[config.mk]
export PLATFORM = sky130hd
export DESIGN_NAME = decode_hazard_ctrl
export DESIGN_NICKNAME = d
export VERILOG_FILES = /design/src/rtl/decode_pkg.sv /design/src/rtl/load_scoreboard.sv /design/src/rtl/decode_hazard_ctrl.sv
export SDC_FILE = /design/constraint.sdc
export NUM_CORES = 1
export LEC_CHECK = 0
export BUFFER_PORTS_ARGS = -buffer_cell sky130_fd_sc_hd__clkbuf_2
export CAP_MARGIN = 20
export CORE_MARGIN = 5
export CORE_UTILIZATION = 47
export DETAILED_ROUTE_END_ITERATION = 6
export PLACE_DENSITY_LB_ADDON = 0.3
export SLEW_MARGIN = 15
export SYNTH_ARGS = -nofsm -noshare
export SYNTH_HDL_FRONTEND = slang
export SYNTH_SLANG_ARGS = --single-unit
[constraint.sdc]
create_clock -name clk -period 2 [get_ports clk]
set_input_delay 0.1 -clock clk [delete_from_list [all_inputs] [get_ports clk]]
set_output_delay 0.1 -clock clk [all_outputs]
set_load 0.05 [all_outputs]
[src/rtl/decode_pkg.sv]
// Shared decode-stage definitions: hazard-controller FSM encoding and the
// ID-stage opcode of the cache-switch instruction.
package decode_pkg;

    localparam int unsigned STATE_W = 2;

    typedef enum logic [STATE_W-1:0] {
        ST_RUN      = 2'd0,
        ST_STALL    = 2'd1,
        ST_CSW_WAIT = 2'd2,
        ST_FLUSH    = 2'd3
    } state_e;

    // custom-0 major opcode, used by the decoder to flag id_switch_cache
    localparam logic [6:0] OPC_SWITCH_CACHE = 7'b0001011;

endpackage

[src/rtl/load_scoreboard.sv]
// Load-use scoreboard: tracks in-flight loads that have left EX but cannot
// yet forward, and flags when an ID source register depends on one of them
// or on a load currently in EX.
// Ports:
//   clk, reset             clock, synchronous active-high reset
//   ex_mem_read/ex_rd_addr load currently in EX and its destination
//   ex_is_bubble           the instruction now in EX was inserted as a bubble
//   rs1_addr/rs2_addr      ID source registers, qualified by use_rs1/use_rs2
//   match                  a used source depends on an unfinished load
module load_scoreboard
    import decode_pkg::*;
#(
    parameter int unsigned REG_ADDR_W = 5,
    parameter int unsigned LOAD_LAT   = 1
) (
    input  logic                  clk,
    input  logic                  reset,
    input  logic                  ex_mem_read,
    input  logic [REG_ADDR_W-1:0] ex_rd_addr,
    input  logic                  ex_is_bubble,
    input  logic [REG_ADDR_W-1:0] rs1_addr,
    input  logic [REG_ADDR_W-1:0] rs2_addr,
    input  logic                  use_rs1,
    input  logic                  use_rs2,
    output logic                  match
);

    localparam int unsigned DEPTH = LOAD_LAT - 1;

    logic ex_hit;
    logic sb_hit;

    // x0 is never a real destination, so it can never create a dependency
    always_comb begin
        ex_hit = 1'b0;
        if (ex_mem_read && (ex_rd_addr != '0)) begin
            ex_hit = (use_rs1 && (rs1_addr == ex_rd_addr)) ||
                     (use_rs2 && (rs2_addr == ex_rd_addr));
        end
    end

    generate
        if (DEPTH == 0) begin : g_empty
            logic unused_sb;
            assign unused_sb = ^{clk, reset, ex_is_bubble};
            assign sb_hit    = 1'b0;
        end else begin : g_regs
            logic [DEPTH-1:0]                 vld_q;
            logic [DEPTH-1:0][REG_ADDR_W-1:0] rd_q;
            logic                             capture;

            // A NOP we injected must not be mistaken for the load it displaced
            assign capture = ex_mem_read && (ex_rd_addr != '0) && !ex_is_bubble;

            // Shift register of loads, one entry per cycle since leaving EX
            always_ff @(posedge clk) begin
                if (reset) begin
                    vld_q <= '0;
                    rd_q  <= '0;
                end else begin
                    vld_q[0] <= capture;
                    rd_q[0]  <= ex_rd_addr;
                    for (int k = 1; k < DEPTH; k++) begin
                        vld_q[k] <= vld_q[k-1];
                        rd_q[k]  <= rd_q[k-1];
                    end
                end
            end

            always_comb begin
                sb_hit = 1'b0;
                for (int k = 0; k < DEPTH; k++) begin
                    if (vld_q[k] && ((use_rs1 && (rs1_addr == rd_q[k])) ||
                                     (use_rs2 && (rs2_addr == rd_q[k])))) begin
                        sb_hit = 1'b1;
                    end
                end
            end
        end
    endgenerate

    assign match = ex_hit || sb_hit;

endmodule

[src/rtl/decode_hazard_ctrl.sv]
// Decode-stage hazard controller: load-use stalls, branch/jump flushes and
// the cache-switch handshake, plus a saturating stall statistic.
// Ports:
//   clk, reset                       clock, synchronous active-high reset
//   id_*                             instruction in ID (sources, switch flag)
//   ex_mem_read, ex_rd_addr          load in EX
//   branch_jump_taken                EX resolved a taken control transfer
//   csw_ack                          cache controller finished the switch
//   stat_clr                         clears stall_count
//   hold_if/hold_id/bubble_ex        combinational stall controls
//   flush_if/flush_id                combinational flush controls
//   csw_req, csw_timeout_err         registered handshake and sticky error
//   stall_count, state               statistics and FSM state
module decode_hazard_ctrl
    import decode_pkg::*;
#(
    parameter int unsigned REG_ADDR_W   = 5,
    parameter int unsigned LOAD_LAT     = 1,
    parameter int unsigned FLUSH_CYCLES = 1,
    parameter int unsigned CSW_TIMEOUT  = 255,
    parameter int unsigned CNT_W        = 16
) (
    input  logic                  clk,
    input  logic                  reset,
    input  logic                  id_valid,
    input  logic [REG_ADDR_W-1:0] id_rs1_addr,
    input  logic [REG_ADDR_W-1:0] id_rs2_addr,
    input  logic                  id_uses_rs1,
    input  logic                  id_uses_rs2,
    input  logic                  id_switch_cache,
    input  logic                  ex_mem_read,
    input  logic [REG_ADDR_W-1:0] ex_rd_addr,
    input  logic                  branch_jump_taken,
    input  logic                  csw_ack,
    input  logic                  stat_clr,
    output logic                  hold_if,
    output logic                  hold_id,
    output logic                  bubble_ex,
    output logic                  flush_if,
    output logic                  flush_id,
    output logic                  csw_req,
    output logic                  csw_timeout_err,
    output logic [CNT_W-1:0]      stall_count,
    output logic [STATE_W-1:0]    state
);

    localparam int unsigned WAIT_W = $clog2(CSW_TIMEOUT + 1);
    localparam int unsigned FL_W   = 3;

    state_e            state_q;
    logic [WAIT_W-1:0] wait_cnt_q;
    logic [FL_W-1:0]   flush_rem_q;
    logic              ex_bubble_q;
    logic              ld_hit;
    logic              hazard;
    logic              hold;
    logic              flush;

    load_scoreboard #(
        .REG_ADDR_W (REG_ADDR_W),
        .LOAD_LAT   (LOAD_LAT)
    ) u_load_scoreboard (
        .clk          (clk),
        .reset        (reset),
        .ex_mem_read  (ex_mem_read),
        .ex_rd_addr   (ex_rd_addr),
        .ex_is_bubble (ex_bubble_q),
        .rs1_addr     (id_rs1_addr),
        .rs2_addr     (id_rs2_addr),
        .use_rs1      (id_uses_rs1),
        .use_rs2      (id_uses_rs2),
        .match        (ld_hit)
    );

    assign hazard = id_valid && ld_hit;

    // Same-cycle stall/flush decisions; branch wins over hazard over switch
    always_comb begin
        hold  = 1'b0;
        flush = 1'b0;
        if (!reset) begin
            case (state_q)
                ST_RUN, ST_STALL: begin
                    if (branch_jump_taken) begin
                        flush = 1'b1;
                    end else if (hazard || (id_valid && id_switch_cache)) begin
                        hold = 1'b1;
                    end
                end
                ST_CSW_WAIT: hold  = 1'b1;
                ST_FLUSH:    flush = 1'b1;
                default:     ;
            endcase
        end
    end

    assign hold_if   = hold;
    assign hold_id   = hold;
    assign bubble_ex = hold;
    assign flush_if  = flush;
    assign flush_id  = flush;
    assign state     = state_q;

    // FSM, handshake, counters
    always_ff @(posedge clk) begin
        if (reset) begin
            state_q         <= ST_RUN;
            wait_cnt_q      <= '0;
            flush_rem_q     <= '0;
            ex_bubble_q     <= 1'b0;
            csw_req         <= 1'b0;
            csw_timeout_err <= 1'b0;
            stall_count     <= '0;
        end else begin
            ex_bubble_q <= bubble_ex;

            if (stat_clr) begin
                stall_count <= '0;
            end else if (hold_id && (stall_count != '1)) begin
                stall_count <= stall_count + CNT_W'(1);
            end

            case (state_q)
                ST_RUN, ST_STALL: begin
                    if (branch_jump_taken) begin
                        // The branch cycle itself is the first flush cycle
                        if (FLUSH_CYCLES > 1) begin
                            state_q     <= ST_FLUSH;
                            flush_rem_q <= FL_W'(FLUSH_CYCLES - 1);
                        end else begin
                            state_q <= ST_RUN;
                        end
                    end else if (hazard) begin
                        state_q <= ST_STALL;
                    end else if (id_valid && id_switch_cache) begin
                        state_q    <= ST_CSW_WAIT;
                        csw_req    <= 1'b1;
                        wait_cnt_q <= '0;
                    end else begin
                        state_q <= ST_RUN;
                    end
                end
                ST_CSW_WAIT: begin
                    // EX holds only bubbles here, so branches cannot occur
                    if (csw_ack) begin
                        state_q <= ST_RUN;
                        csw_req <= 1'b0;
                    end else if (wait_cnt_q == WAIT_W'(CSW_TIMEOUT - 1)) begin
                        state_q         <= ST_RUN;
                        csw_req         <= 1'b0;
                        csw_timeout_err <= 1'b1;
                    end else begin
                        wait_cnt_q <= wait_cnt_q + WAIT_W'(1);
                    end
                end
                ST_FLUSH: begin
                    if (branch_jump_taken) begin
                        flush_rem_q <= FL_W'(FLUSH_CYCLES - 1);
                    end else if (flush_rem_q == FL_W'(1)) begin
                        state_q <= ST_RUN;
                    end else begin
                        flush_rem_q <= flush_rem_q - FL_W'(1);
                    end
                end
                default: state_q <= ST_RUN;
            endcase
        end
    end

endmodule
# Word-level counts from Yosys, hierarchy flattened
# Index checks and enable logic that the tools add are counted.
totals:
  ff_bits: 31
  latchBits: 0
  ram_bits: 0
  rom_bits: 0
  inputBits: 25
  output_inout_bits: 25
  wordCells: 75
  memories: 0
classes:
  n_addsub: 3
  mul: 0
  div: 0
  order_cmp: 0
  eq_ne: 17
  shift: 0
  mux: 30
  bitwise_logic: 1
  reduce_logical: 18
ops:
  columns: ["operator", "n"]
  rows:
  - ["$mux 8", 5]
  - ["$add 16x1->16 const B", 1]
  - ["$ne 16x16->1 const B", 1]
  - ["$ne 2x2->1 const B", 8]
  - ["$pmux 8 s2", 1]
  - ["$mux 2", 7]
  - ["$mux 1", 11]
  - ["$eq 5x5->1", 2]
  - ["$add 8x1->8 const B", 1]
  - ["$eq 8x8->1 const B", 1]
  - ["$logic_and 1x1->1", 6]
  - ["$mux 3", 2]
  - ["$pmux 1 s2", 3]
  - ["$pmux 2 s3", 1]
  - ["$reduce_and 3->1", 2]
  - ["$reduce_and 6->1", 1]
  - ["$reduce_and 5->1", 1]
  - ["$reduce_bool 5->1", 1]
  - ["$eq 2x2->1 const B", 2]
  - ["$reduce_or 2->1", 2]
  - ["$eq 3x1->1 const B", 1]
  - ["$ne 3x3->1 const B", 1]
  - ["$sub 3x1->3 const B", 1]
  - ["$eq 2x1->1 const B", 1]
  - ["other kinds (5)", 6]

# Depth between registers and ports, before layout
depth:
  ltp_word: 11
  ltp_mapped: 8
  depth_no_buf: 8

# Hierarchy
# From an unflattened synthesis, not the netlist that was laid out.
unflattened:
  hier_cells: 223
  hier_area_um2: 1899.3
modules_own_cells:
  columns: ["module", "instances", "cells_each", "area_per_inst_um2"]
  rows:
  - ["decode_hazard_ctrl", 1, 206, 1765.4]
  - ["load_scoreboard", 1, 17, 133.9]

# Worst setup path after synthesis
# Ideal clock, no wire load.
synth_timing:
  path_kind: "reg2out"
  start: "register state_q[1], in the netlist state[1]"
  end: "output hold_id"
  arrival_ns: 2.489
  setup_slack_ns: -0.589
  stages_incl_launch_ff: 8
  path_buffers: 4
  cell_sequence: "dfxtp_1 -> buf_2 -> a21oi_1 -> o21a_1 -> buf_2 -> buf_4 -> nor2_1 -> buf_4"
synth_via:
  elab_chain_len: 4
synth_lines:
  columns: ["element", "line", "source"]
  rows:
  - ["start, declared", "decode_hazard_ctrl.sv:50", "state_e state_q;"]
  - ["start signal, assigned", "decode_hazard_ctrl.sv:107", "state_q <= ST_RUN;"]
  - ["start signal, assigned", "decode_hazard_ctrl.sv:128", "state_q <= ST_FLUSH;"]
  - ["start signal, assigned", "decode_hazard_ctrl.sv:131", "state_q <= ST_RUN;"]
  - ["$eq 2x1->1 or $logic_not 2->1 (tied branches)", "decode_hazard_ctrl.sv:82", "case (state_q)"]
  - ["$reduce_or 2->1", "decode_hazard_ctrl.sv:82", null]
  - ["$pmux 1 s2 (*)", "decode_hazard_ctrl.sv:82", null]
  - ["$mux 1 (*)", "decode_hazard_ctrl.sv:81", "if (!reset) begin"]
  - ["end, declared", "decode_hazard_ctrl.sv:37", "output logic hold_id,"]
# Mark *: on every way between the ends. The rest lies on a longest branch, timed or not.

# Worst setup path after layout
layout_timing:
  start: "input ex_rd_addr[0]"
  end: "output hold_if"
layout_via:
  elab_chain_len: 10
layout_lines:
  columns: ["element", "line", "source"]
  rows:
  - ["start, declared", "decode_hazard_ctrl.sv:32", "input logic [REG_ADDR_W-1:0] ex_rd_addr,"]
  - ["$eq 5x5->1, on equally long branches", "load_scoreboard.sv:37, load_scoreboard.sv:38", null]
  - ["$logic_and 1x1->1, on equally long branches", "load_scoreboard.sv:37, load_scoreboard.sv:38", null]
  - ["$logic_or 1x1->1", "load_scoreboard.sv:37", "ex_hit = (use_rs1 && (rs1_addr == ex_rd_addr)) ||"]
  - ["$mux 1 (*)", "load_scoreboard.sv:36", "if (ex_mem_read && (ex_rd_addr != '0)) begin"]
  - ["$logic_and 1x1->1 (*)", "decode_hazard_ctrl.sv:75", "assign hazard = id_valid && ld_hit;"]
  - ["$logic_or 1x1->1 (*)", "decode_hazard_ctrl.sv:86", "end else if (hazard || (id_valid && id_switch_cache)) begin"]
  - ["$mux 1 (*)", "decode_hazard_ctrl.sv:86", null]
  - ["$mux 1 (*)", "decode_hazard_ctrl.sv:84", "if (branch_jump_taken) begin"]
  - ["$pmux 1 s2 (*)", "decode_hazard_ctrl.sv:82", null]
  - ["$mux 1 (*)", "decode_hazard_ctrl.sv:81", null]
  - ["end, declared", "decode_hazard_ctrl.sv:36", "output logic hold_if,"]
# Marks and branches as above.

==> impl_metrics.env <==
export IMPL_path_cells="clkbuf_2 -> or4_1 -> o211ai_2 -> buf_4 -> o21a_1 -> buf_12 -> nor2_4 -> clkbuf_2"
export IMPL_drive_gt1_share_pct=30.4
export IMPL_finalHoldViolations=0
export IMPL_grt_pass1_vias=1698
export IMPL_rsz0062_at_grt="false"
export IMPL_cp_max_fo=27
export IMPL_design_area_sq_mm=0.00227
export IMPL_placed_cells=316
export IMPL_synth_main_ff_cell="dfxtp_1"
export IMPL_overflow=0
export IMPL_finalSetupViolCount=0
export IMPL_drt_iter0_drc=117
export IMPL_drc_errors=0
export IMPL_worst_path_largest_cell_delay_ns=0.56
export IMPL_fin_ws_ns=0.187
export IMPL_viasPerCell=5.63
export IMPL_r2r_setup_slack_ns=0.21
export IMPL_max_cap_violations=0
export IMPL_num_vias=1823
export IMPL_gp_congestion=0.845
export IMPL_synth_seq_area_share_pct=34.5
export IMPL_finish_utilization_pct=61.7
export IMPL_htree_levels=2
export IMPL_route_final_wire_length_um=4230
export IMPL_cts_made_buffers=5
export IMPL_pre_cts_ws_ns=0.0712
export IMPL_grt_use_total_pct=17.6
export IMPL_fill_cells=335
export IMPL_yosysUniqueCellTypes=40
export IMPL_slew_viol_final=0
export IMPL_ir_worst_vdd_mv=0.372
export IMPL_hpwl_um=3230
export IMPL_synth_area_sq_mm=0.00180
export IMPL_tns_ns=0
export IMPL_cts_root_buf="clkbuf_8"
export IMPL_fin_total_pwr_mw=1.35
export IMPL_fin_crit_sh_pct=90.7
export IMPL_whs_ns=0.119
export IMPL_hold_start="branch_jump_taken"
export IMPL_core_area_sq_mm=0.00369
export IMPL_maxSlewHeadroom_pct=67.7
export IMPL_required_ns=1.90
export IMPL_placed_cell_area_sq_mm=0.00217
export IMPL_path_buf_inv=4
export IMPL_r2r_start="state[1]$_SDFFE_PP0P_"
export IMPL_die_w_um=71.8
export IMPL_clock_sinks=31
export IMPL_synth_nets=248
export IMPL_p_per_area_mw_per_mm2=593
export IMPL_async_flop_share_pct=0
export IMPL_drt_pass1_iterations=4
export IMPL_r2r_cells=6
export IMPL_crit_type="primary input to output port"
export IMPL_post_cts_buffers=0
export IMPL_worstHoldEndpoint="flush_rem_q[0]$_SDFFE_PP0P_"
export IMPL_critical_path_top_delay_family="buffers and inverters"
export IMPL_crit_path_end_kind="output port"
export IMPL_r2r_end="wait_cnt_q[7]$_SDFFE_PP0P_"
export IMPL_clk_latency_ns=0.28
export IMPL_io_pins=50
export IMPL_row_count=22
export IMPL_grt_max_degree=28
export IMPL_syn_instance_count=218
export IMPL_die_y_um=71.8
export IMPL_finalClockSkew_ns=0.00461
export IMPL_critPathLaunchType="primary input"
export IMPL_finalNetCount=305
export IMPL_ys_seq_elements=31
export IMPL_p_leak_nw=0.848
export IMPL_holdCritPathClass="primary input to register"
export IMPL_grt_pass1_wl_um=7330
export IMPL_synth_edf_count=0
export IMPL_post_drt_wl_per_cell_um=13.1
export IMPL_cp_common_cell="clkbuf_2"
export IMPL_instances_no_fill=324
export IMPL_path_clk_slew_ns=0.06
export IMPL_hold_depth=2
export IMPL_die_area_sq_mm=0.00516
export IMPL_start_util_pct=48.7
export IMPL_n_antenna_cell=0
export IMPL_worst_path_max_delay_cell="or4_1"
export IMPL_clockBufferDepth=2
export IMPL_status="complete, no violations"
export IMPL_cts_tree="done"
export IMPL_antenna_found_initial=0
export IMPL_port_buffers=49
export IMPL_avgSynthCellArea_sq_um=8.24
export IMPL_tightest_slew_ns=0.480
export IMPL_drtAntennaViolNets=0
export IMPL_worstPathArrival_ns=1.71
export IMPL_synth_warnings=0
export IMPL_finalCriticalPeriod_ns=1.81
export IMPL_synthToLayoutAreaGrowth_pct=26.6
export IMPL_max_freq_mhz=551
[synthesized netlist by cell type, drive strengths merged (2+ instances only)]
cell type	count	area, sq um
a21oi	23	115
buf	6	40.0
o31a	2	17.5
and3	3	18.8
o21a	3	22.5
or4	12	90.1
xnor2	13	114
mux2i	4	40.0
ha	5	62.6
inv	5	18.8
nor3b	2	15.0
clkbuf	4	15.0
nor3	4	20.0
nor2	20	77.6
nand2	15	56.3
o21ai	8	40.0
o31ai	11	82.6
a211oi	2	15.0
nand4	7	43.8
nand2b	3	18.8
or3	7	43.8
a31oi	2	12.5
nand3	12	60.1
dfxtp	31	621
[where the power goes]
part	internal (mW)	switching [mW]	leakage (nW)	total, mW
clock network	0.314	0.232	0.0515	0.546
logic	0.0688	0.113	0.542	0.182
registers	0.620	0.00205	0.255	0.622
total	1.00	0.347	0.848	1.35
[how the worst max path moves through the flow]
| stage | startpoint | cells after the start | end |
|---|---|---|---|
| 3_5_place_dp | ex_rd_addr[0] | 7 | wait_cnt_q[7]$_SDFFE_PP0P_ |
| 3_3_place_gp | ex_rd_addr[0] | 7 | wait_cnt_q[7]$_SDFFE_PP0P_ |
| 6_report | ex_rd_addr[0] | 8 | hold_if |
| 4_1_cts | stall_count[0]$_SDFFE_PP0P_ | 7 | stall_count[8]$_SDFFE_PP0P_ |
| 5_1_grt | stall_count[0]$_SDFFE_PP0P_ | 8 | stall_count[15]$_SDFFE_PP0P_ |
| 2_1_floorplan | state[0]$_SDFFE_PP0P_ | 3 | flush_if |
[area by class of cell]
type	instances	area (sq um)	share of cell area [%]
clock buffers	8	100	4.40
inverters	5	18.8	0.825
multi-input cells	172	1120	49.3
flip-flops and latches	31	634	27.9
well taps	48	60.1	2.64
repair buffers	60	340	15.0
[sequential cells by signal, summed over array words and instances (netlist names)]
register,count
stall_count,16
wait_cnt_q,8
flush_rem_q,3
state,2
csw_req,1
csw_timeout_err,1
[repair_timing]
item | in CTS | in global routing
setup endpoints to repair | 0 | 1
hold buffers | 0 | 0
gates resized for setup | 0 | 2
[cell usage in the layout (no fill, tap or decap), types with 3 or more instances in the layout]
master	instances
mux2i_1	4
inv_1	5
or3_1	7
o21ai_0	8
clkbuf_8	7
dfxtp_2	8
or4_1	12
nor2_1	17
o21a_1	3
nor3_1	4
and3_1	3
xnor2_1	13
clkbuf_2	49
o31ai_1	11
nand3_1	12
nand2_1	15
a21oi_1	23
dfxtp_1	22
buf_4	10
ha_1	5
nand4_1	7
[cells by family (layout without fill, tap and decap cells)]
family	count (synthesis)	after routing	synth area share, %
simple gates	92	92	27.8
compound gates	58	58	21.5
flops	31	31	34.5
buf+inv	15	73	4.11
xor+xnor	13	13	6.34
fa+ha+maj	5	5	3.48
mux	4	4	2.23
[layer usage]
metal	track usage [%]	part of all wire [%]
met5	0	0
met1	22.3	44
met3	3.79	5.2
met2	28.7	48
met4	7.31	2.5
Note: power is estimated with default switching activity, not from simulation.
